$ cat src/rtl/ring_hop_router_pkg.sv
// ring_hop_router_pkg: ring direction type and hop-field width helper for ring_hop_router
package ring_hop_router_pkg;

    typedef enum logic {
        RingLeft  = 1'b0,
        RingRight = 1'b1
    } ring_dir_e;

    function automatic int ring_hop_width(int nr_clusters);
        return nr_clusters > 1 ? $clog2(nr_clusters) : 1;
    endfunction

endpackage

$ cat src/rtl/ring_hop_router_fifo.sv
// ring_hop_router_fifo: registered FIFO without fall-through, one per router queue
// Ports: clk_i/rst_ni clock and async active-low reset; push_i/data_i write side;
//        pop_i/data_o read side (data_o is the head entry); empty_o/full_o registered flags.
module ring_hop_router_fifo #(
    parameter int Width = 8,
    parameter int Depth = 2
) (
    input  logic             clk_i,
    input  logic             rst_ni,
    input  logic             push_i,
    input  logic [Width-1:0] data_i,
    input  logic             pop_i,
    output logic [Width-1:0] data_o,
    output logic             empty_o,
    output logic             full_o
);
    localparam int AddrW = Depth > 1 ? $clog2(Depth) : 1;
    localparam int CntW = $clog2(Depth + 1);
    localparam logic [AddrW-1:0] LastPtr = AddrW'(Depth - 1);
    localparam logic [CntW-1:0] FullCnt = CntW'(Depth);

    logic [Width-1:0] mem_q [Depth];
    logic [Width-1:0] mem_d [Depth];
    logic [AddrW-1:0] wr_q, wr_d, rd_q, rd_d;
    logic [CntW-1:0] cnt_q, cnt_d;
    logic do_push, do_pop;

    always_comb begin
        do_pop = pop_i && cnt_q != '0;
        // a full queue still takes a push in the cycle its head leaves
        do_push = push_i && (cnt_q != FullCnt || do_pop);
        mem_d = mem_q;
        if (do_push) mem_d[wr_q] = data_i;
        wr_d = do_push ? (wr_q == LastPtr ? '0 : wr_q + AddrW'(1)) : wr_q;
        rd_d = do_pop ? (rd_q == LastPtr ? '0 : rd_q + AddrW'(1)) : rd_q;
        cnt_d = cnt_q + CntW'(do_push) - CntW'(do_pop);
    end

    assign data_o = mem_q[rd_q];
    assign empty_o = cnt_q == '0;
    assign full_o = cnt_q == FullCnt;

    always_ff @(posedge clk_i or negedge rst_ni) begin
        if (!rst_ni) begin
            mem_q <= '{default: '0};
            wr_q <= '0;
            rd_q <= '0;
            cnt_q <= '0;
        end else begin
            mem_q <= mem_d;
            wr_q <= wr_d;
            rd_q <= rd_d;
            cnt_q <= cnt_d;
        end
    end

endmodule

$ cat src/rtl/ring_hop_router.sv
// ring_hop_router: hop-counted ring node between the local SLDU and its two ring neighbours
// Ports: clk_i/rst_ni clock and async active-low reset; cfg_* direction and hop distance,
//        accepted only when the router is idle; sldu_* injection from / ejection to the local SLDU;
//        ring_{left,right}_{i,o} flits {hops, data} from / to the neighbours, valid/ready handshaked.
module ring_hop_router
    import ring_hop_router_pkg::*;
#(
    parameter int DataWidth = 64,
    parameter int NrClusters = 4,
    parameter int FifoDepth = 2,
    localparam int HopW = ring_hop_width(NrClusters),
    localparam int FlitW = DataWidth + HopW
) (
    input  logic                 clk_i,
    input  logic                 rst_ni,
    input  logic                 cfg_valid_i,
    output logic                 cfg_ready_o,
    input  ring_dir_e            cfg_dir_i,
    input  logic [HopW-1:0]      cfg_hops_i,
    input  logic [DataWidth-1:0] sldu_i,
    input  logic                 sldu_valid_i,
    output logic                 sldu_ready_o,
    output logic [DataWidth-1:0] sldu_o,
    output logic                 sldu_valid_o,
    input  logic                 sldu_ready_i,
    input  logic [FlitW-1:0]     ring_left_i,
    input  logic                 ring_left_valid_i,
    output logic                 ring_left_ready_o,
    input  logic [FlitW-1:0]     ring_right_i,
    input  logic                 ring_right_valid_i,
    output logic                 ring_right_ready_o,
    output logic [FlitW-1:0]     ring_left_o,
    output logic                 ring_left_valid_o,
    input  logic                 ring_left_ready_i,
    output logic [FlitW-1:0]     ring_right_o,
    output logic                 ring_right_valid_o,
    input  logic                 ring_right_ready_i
);
    localparam logic [HopW-1:0] MaxHop = HopW'(NrClusters - 1);

    ring_dir_e dir_q, dir_d;
    logic [HopW-1:0] hops_q, hops_d;

    logic right, in_valid, in_to_ej, in_ready, in_push, inj_to_ej, inj_push;
    logic [FlitW-1:0] in_flit, out_data;
    logic [HopW-1:0] in_hops;
    logic [DataWidth-1:0] in_data, ej_data;
    logic out_full, ej_push, out_push, l_push, r_push, l_pop, r_pop, ej_pop;
    logic l_empty, l_full, r_empty, r_full, ej_empty, ej_full, cfg_fire;

    always_comb begin
        right = dir_q == RingRight;
        in_flit = right ? ring_left_i : ring_right_i;
        in_valid = right ? ring_left_valid_i : ring_right_valid_i;
        in_hops = in_flit[FlitW-1:DataWidth];
        in_data = in_flit[DataWidth-1:0];
        in_to_ej = in_hops == '0;
        out_full = right ? r_full : l_full;
        // ready follows the queue the incoming hop field selects, so it is combinational on ring_*_i
        in_ready = in_to_ej ? !ej_full : !out_full;
        in_push = in_valid && in_ready;
        inj_to_ej = hops_q == '0;
        // ring traffic owns a queue whenever it targets it, even if it cannot push this cycle
        sldu_ready_o = !(inj_to_ej ? ej_full : out_full) && !(in_valid && in_to_ej == inj_to_ej);
        inj_push = sldu_valid_i && sldu_ready_o;
        ej_push = (in_push && in_to_ej) || (inj_push && inj_to_ej);
        ej_data = in_push && in_to_ej ? in_data : sldu_i;
        out_push = (in_push && !in_to_ej) || (inj_push && !inj_to_ej);
        out_data = in_push && !in_to_ej ? {in_hops - HopW'(1), in_data} : {hops_q - HopW'(1), sldu_i};
        l_push = out_push && !right;
        r_push = out_push && right;
        ring_left_ready_o = right && in_ready;
        ring_right_ready_o = !right && in_ready;
        ring_left_valid_o = !right && !l_empty;
        ring_right_valid_o = right && !r_empty;
        sldu_valid_o = !ej_empty;
        l_pop = ring_left_valid_o && ring_left_ready_i;
        r_pop = ring_right_valid_o && ring_right_ready_i;
        ej_pop = sldu_valid_o && sldu_ready_i;
        cfg_ready_o = l_empty && r_empty && ej_empty && !in_valid && !sldu_valid_i;
        cfg_fire = cfg_valid_i && cfg_ready_o;
        dir_d = cfg_fire ? cfg_dir_i : dir_q;
        hops_d = cfg_fire ? (cfg_hops_i > MaxHop ? MaxHop : cfg_hops_i) : hops_q;
    end

    always_ff @(posedge clk_i or negedge rst_ni) begin
        if (!rst_ni) begin
            dir_q <= RingLeft;
            hops_q <= '0;
        end else begin
            dir_q <= dir_d;
            hops_q <= hops_d;
        end
    end

    ring_hop_router_fifo #(.Width(FlitW), .Depth(FifoDepth)) i_fifo_left (
        .clk_i(clk_i), .rst_ni(rst_ni), .push_i(l_push), .data_i(out_data), .pop_i(l_pop),
        .data_o(ring_left_o), .empty_o(l_empty), .full_o(l_full)
    );

    ring_hop_router_fifo #(.Width(FlitW), .Depth(FifoDepth)) i_fifo_right (
        .clk_i(clk_i), .rst_ni(rst_ni), .push_i(r_push), .data_i(out_data), .pop_i(r_pop),
        .data_o(ring_right_o), .empty_o(r_empty), .full_o(r_full)
    );

    ring_hop_router_fifo #(.Width(DataWidth), .Depth(FifoDepth)) i_fifo_ej (
        .clk_i(clk_i), .rst_ni(rst_ni), .push_i(ej_push), .data_i(ej_data), .pop_i(ej_pop),
        .data_o(sldu_o), .empty_o(ej_empty), .full_o(ej_full)
    );

    // the neighbour on the inactive side must stay silent
    a_inactive_quiet: assert property (@(posedge clk_i) disable iff (!rst_ni)
        !(right ? ring_right_valid_i : ring_left_valid_i));

endmodule
$ cat config.mk
export PLATFORM = sky130hd
export DESIGN_NAME = ring_hop_router
export DESIGN_NICKNAME = d
export VERILOG_FILES = /design/src/rtl/ring_hop_router_pkg.sv /design/src/rtl/ring_hop_router_fifo.sv /design/src/rtl/ring_hop_router.sv
export SDC_FILE = /design/constraint.sdc
export NUM_CORES = 1
export LEC_CHECK = 0
export BUFFER_PORTS_ARGS = -buffer_cell sky130_fd_sc_hd__buf_2
export CORE_MARGIN = 2
export CORE_UTILIZATION = 55
export CTS_CLUSTER_SIZE = 16
export DETAILED_ROUTE_END_ITERATION = 10
export GPL_ROUTABILITY_DRIVEN = 0
export PLACE_DENSITY_LB_ADDON = 0.12
export SLEW_MARGIN = 5
export SYNTH_ARGS = -nofsm -noshare
export SYNTH_HDL_FRONTEND = slang
export SYNTH_SLANG_ARGS = --single-unit
$ cat constraint.sdc
create_clock -name clk_i -period 2.6 [get_ports clk_i]
set_clock_uncertainty 0.05 [all_clocks]
set_input_delay 0.13 -clock clk_i [delete_from_list [all_inputs] [get_ports clk_i]]
set_output_delay 0.13 -clock clk_i [all_outputs]
set_load 0.01 [all_outputs]
==> key figures <==
Placed design
  • I/O Buffers: 410
  • DP Worst Slack: 279 ps
  • DP HPWL: 42900 um

Pwr
  • Power per cell area: 1040 nW/um^2
  • Sw frac: 38.4%
  • Peak supply drop: 604 uV
  • Leak Pwr: 12.2 nW
  • Switching pwr: 0.0104 W
  • Flop pwr share: 35.6%
  • Clock share of power: 22.9%
  • Comb pwr share: 41.5%
  • Total Power: 0.0271 W
  • Internal Power: 0.0167 W

Status
  • Outcome: finished, final reports clean

Final layout
  • Share of layout cells above drive strength 1: 38.2%
  • Synthesis-to-layout area growth: 23.8%
  • Nets: 2551
  • Fill cells: 2948

Drt
  • Drc violations: 0
  • Post-Route WL: 65800 um
  • Drt pass-1 iters: 6
  • Via density: 6.14
  • Via Count: 17728
  • Avg WL per Cell: 22.8 um
  • Initial DRC Count: 1153
  • ANT nets after route: 0

Logic synthesis
  • Dominant synthesized flop cell: dfrtp_1
  • Top cells by area, synth: dfrtp_1 (48%), mux2_2 (14%), o31ai_1 (14%), nand2_1 (4.7%), mux2i_1 (3.2%)
  • Number of enable flip-flop cells after synthesis: 0
  • Asr flop ratio synth: 100%
  • Most numerous cell in the Yosys netlist: dfrtp_1
  • Synth Cell Area: 21000 sq um
  • Post-Syn Instances: 1911
  • Top cells by count, synth: dfrtp_1 (407), o31ai_1 (396), mux2_2 (264)
  • Mean Syn Cell Area: 11.0 sq um
  • Ys Warns: 0
  • Largest area contributor in the netlist: dfrtp_1
  • Synth top area share: 48.5%
  • Post-synthesis sequential area ratio: 48.5%
  • Syn nets: 2125
  • Distinct cell type count after synthesis: 44
  • Yosys reg bits: 407

Worst setup path
  • Critical Path AT: 2310 ps
  • Critical Path Sink Type: output port
  • Startpoint types: flip-flop
  • CP Max Fanout: 21
  • Worst r2r path cells: 5
  • CP Class: reg -> out
  • CP Data Required Time: 2420 ps

Global routing
  • Initial antenna violation count: 9
  • Global route overflow: 0
  • First-pass GRT wire length: 101000 um
  • GRT Total Usage: 33.0%
  • Vias in the first global route: 17935
  • Pin count of the biggest net entering global routing: 85

Timing
  • Endpoints failing hold: 0
  • Final Setup Violations: 0
  • Final worst slack: 111 ps
  • Max-slew violations: 0
  • RSZ-0062 raised after global routing: no
  • F_max: 0.402 GHz
  • Measured slew at the worst slew-check pin: 755 ps
  • Worst rel slew slack: 49.6%
  • Sum Neg Setup Slack: 0 ps
  • Fin crit period: 2490 ps
  • Final Cycle Share: 95.7%

Clock tree
  • CTS buffer count: 44
  • CTS H-tree depth: 2
  • Clk buf depth: 3
  • Reg clk slew, reported paths: 60 ps
  • TritonCTS clock tree: done
  • Worst skew pair latency: 540 ps
  • Root buf cell: clkbuf_16
  • Clock sinks: 407

Die
  • Core area: 37700 sq um
  • Num ports: 411
  • Rows: 71
  • Die ar.: 39800 sq um
  • Die W: 199 um
  • Starting Density: 55.8%
  • Die H: 199 um

Run
  • Max-Cap Viols: 0

Min path
  • Hold Path Cell Cnt: 4
  • HP Class: in -> reg
## logic make-up (layout without fill, tap and decap cells)
group           Yosys count  in the layout  synth area share, %
xor+xnor                 14             14                0.584
flops                   407            407                 48.5
other cells               0              6                    0
fa+ha+maj                 6              6                0.357
mux                     332            333                 17.4
simple gates            354            354                 8.26
compound gates          609            609                 20.2
buf+inv                 189            645                 4.72
## final timing paths
check / startpoint / end / slack (ps)
min in group asynchronous: rst_ni / i_fifo_ej.mem_q[112]$_DFFE_PN0P_ / 120
hold / removal: ring_right_i[6] / i_fifo_ej.mem_q[6]$_DFFE_PN0P_ / 6
max in group asynchronous: rst_ni / i_fifo_left.mem_q[100]$_DFFE_PN0P_ / 1470
setup reg to reg: dir_q$_DFFE_PN0P_ / i_fifo_ej.mem_q[77]$_DFFE_PN0P_ / 140
hold reg to reg: i_fifo_right.mem_q[2]$_DFFE_PN0P_ / i_fifo_right.mem_q[2]$_DFFE_PN0P_ / 420
setup / recovery: dir_q$_DFFE_PN0P_ / sldu_ready_o / 110
## area by class of cell
class	instances	area (sq um)	area share, %
clock inverters	9	120	0.462
clock buffers	68	1290	4.97
flip-flops and latches	407	10200	39.2
multi-input cells	1316	9970	38.3
diodes	6	15.0	0.0577
repair buffers	559	3730	14.3
inverters	9	33.8	0.130
well taps	511	639	2.46
## repair_timing
| item | CTS | global route |
|---|---|---|
| hold buffers | 83 | 0 |
| cloned | 1 | 0 |
| resized for setup | 0 | 5 |
| pin swaps | 0 | 0 |
| endpoints found under the hold margin | 457 | 0 |
| setup buffers | 1 | 0 |
| setup endpoints to repair | 1 | 12 |
## cell usage in the layout, fill, tap and decap left out, types with 30 or more instances in the layout
master | netlist | final
o21ai_1 | 56 | 55
a21oi_2 | 32 | 30
buf_4 | 11 | 38
clkbuf_16 | 0 | 45
mux2i_1 | 68 | 67
a21oi_1 | 36 | 36
nor3_2 | 49 | 49
nand2_1 | 262 | 262
o31ai_1 | 396 | 396
dfrtp_1 | 407 | 402
o21ai_0 | 74 | 74
mux2_2 | 264 | 264
dlygate4sd3_1 | 0 | 83
buf_2 | 55 | 409
## flip-flops by register name, indices dropped and copies added (netlist names)
name                count
i_fifo_left.cnt_q       2
i_fifo_right.mem_q    132
i_fifo_right.wr_q       1
i_fifo_ej.mem_q       128
i_fifo_left.rd_q        1
i_fifo_right.cnt_q      2
i_fifo_ej.wr_q          1
i_fifo_right.rd_q       1
i_fifo_ej.cnt_q         2
i_fifo_ej.rd_q          1
i_fifo_left.mem_q     132
dir_q                   1
hops_q                  2
i_fifo_left.wr_q        1
## per-stage QoR
step	instances	area, sq um	hold slack, ps	utilization (%)
after global routing	2884	26000	14.7	69.0
after detailed placement	2717	23700	85.6	62.9
final	2885	26000	6.25	69.0
after floorplan	1911	21000	-216	-
after CTS	2879	26000	0.303	69.0
after global placement	2717	23700	75.4	62.9
## critical path, cell delays in order (launching register included)
cell,delay [ps]
dfrtp_4,600
nor2b_4,280
a21o_4,410
nor3_1,80
a31o_1,210
buf_2,170
## power by group through the flow
| stage | combinational, W | clock (W) | sequential [W] |
|---|---|---|---|
| finish | 0.0113 | 0.00621 | 0.00967 |
| global route | 0.0121 | 0.00656 | 0.00991 |
| detailed placement | 0.0110 | 0 | 0.00974 |
| global placement | 0.0108 | 0 | 0.00961 |
| CTS | 0.0112 | 0.00627 | 0.00965 |
| floorplan | 0.00732 | 0 | 0.00912 |
## metal layers
metal,up-vias,share of wire (%),track usage (%)
met5,-,0.062,0
met4,6,3.3,12.6
met3,136,7.7,6.04
met2,774,48,53.7
met1,8811,41,44.3
li1,8001,-,-
No activity file was read; power rests on OpenSTA's default activity.
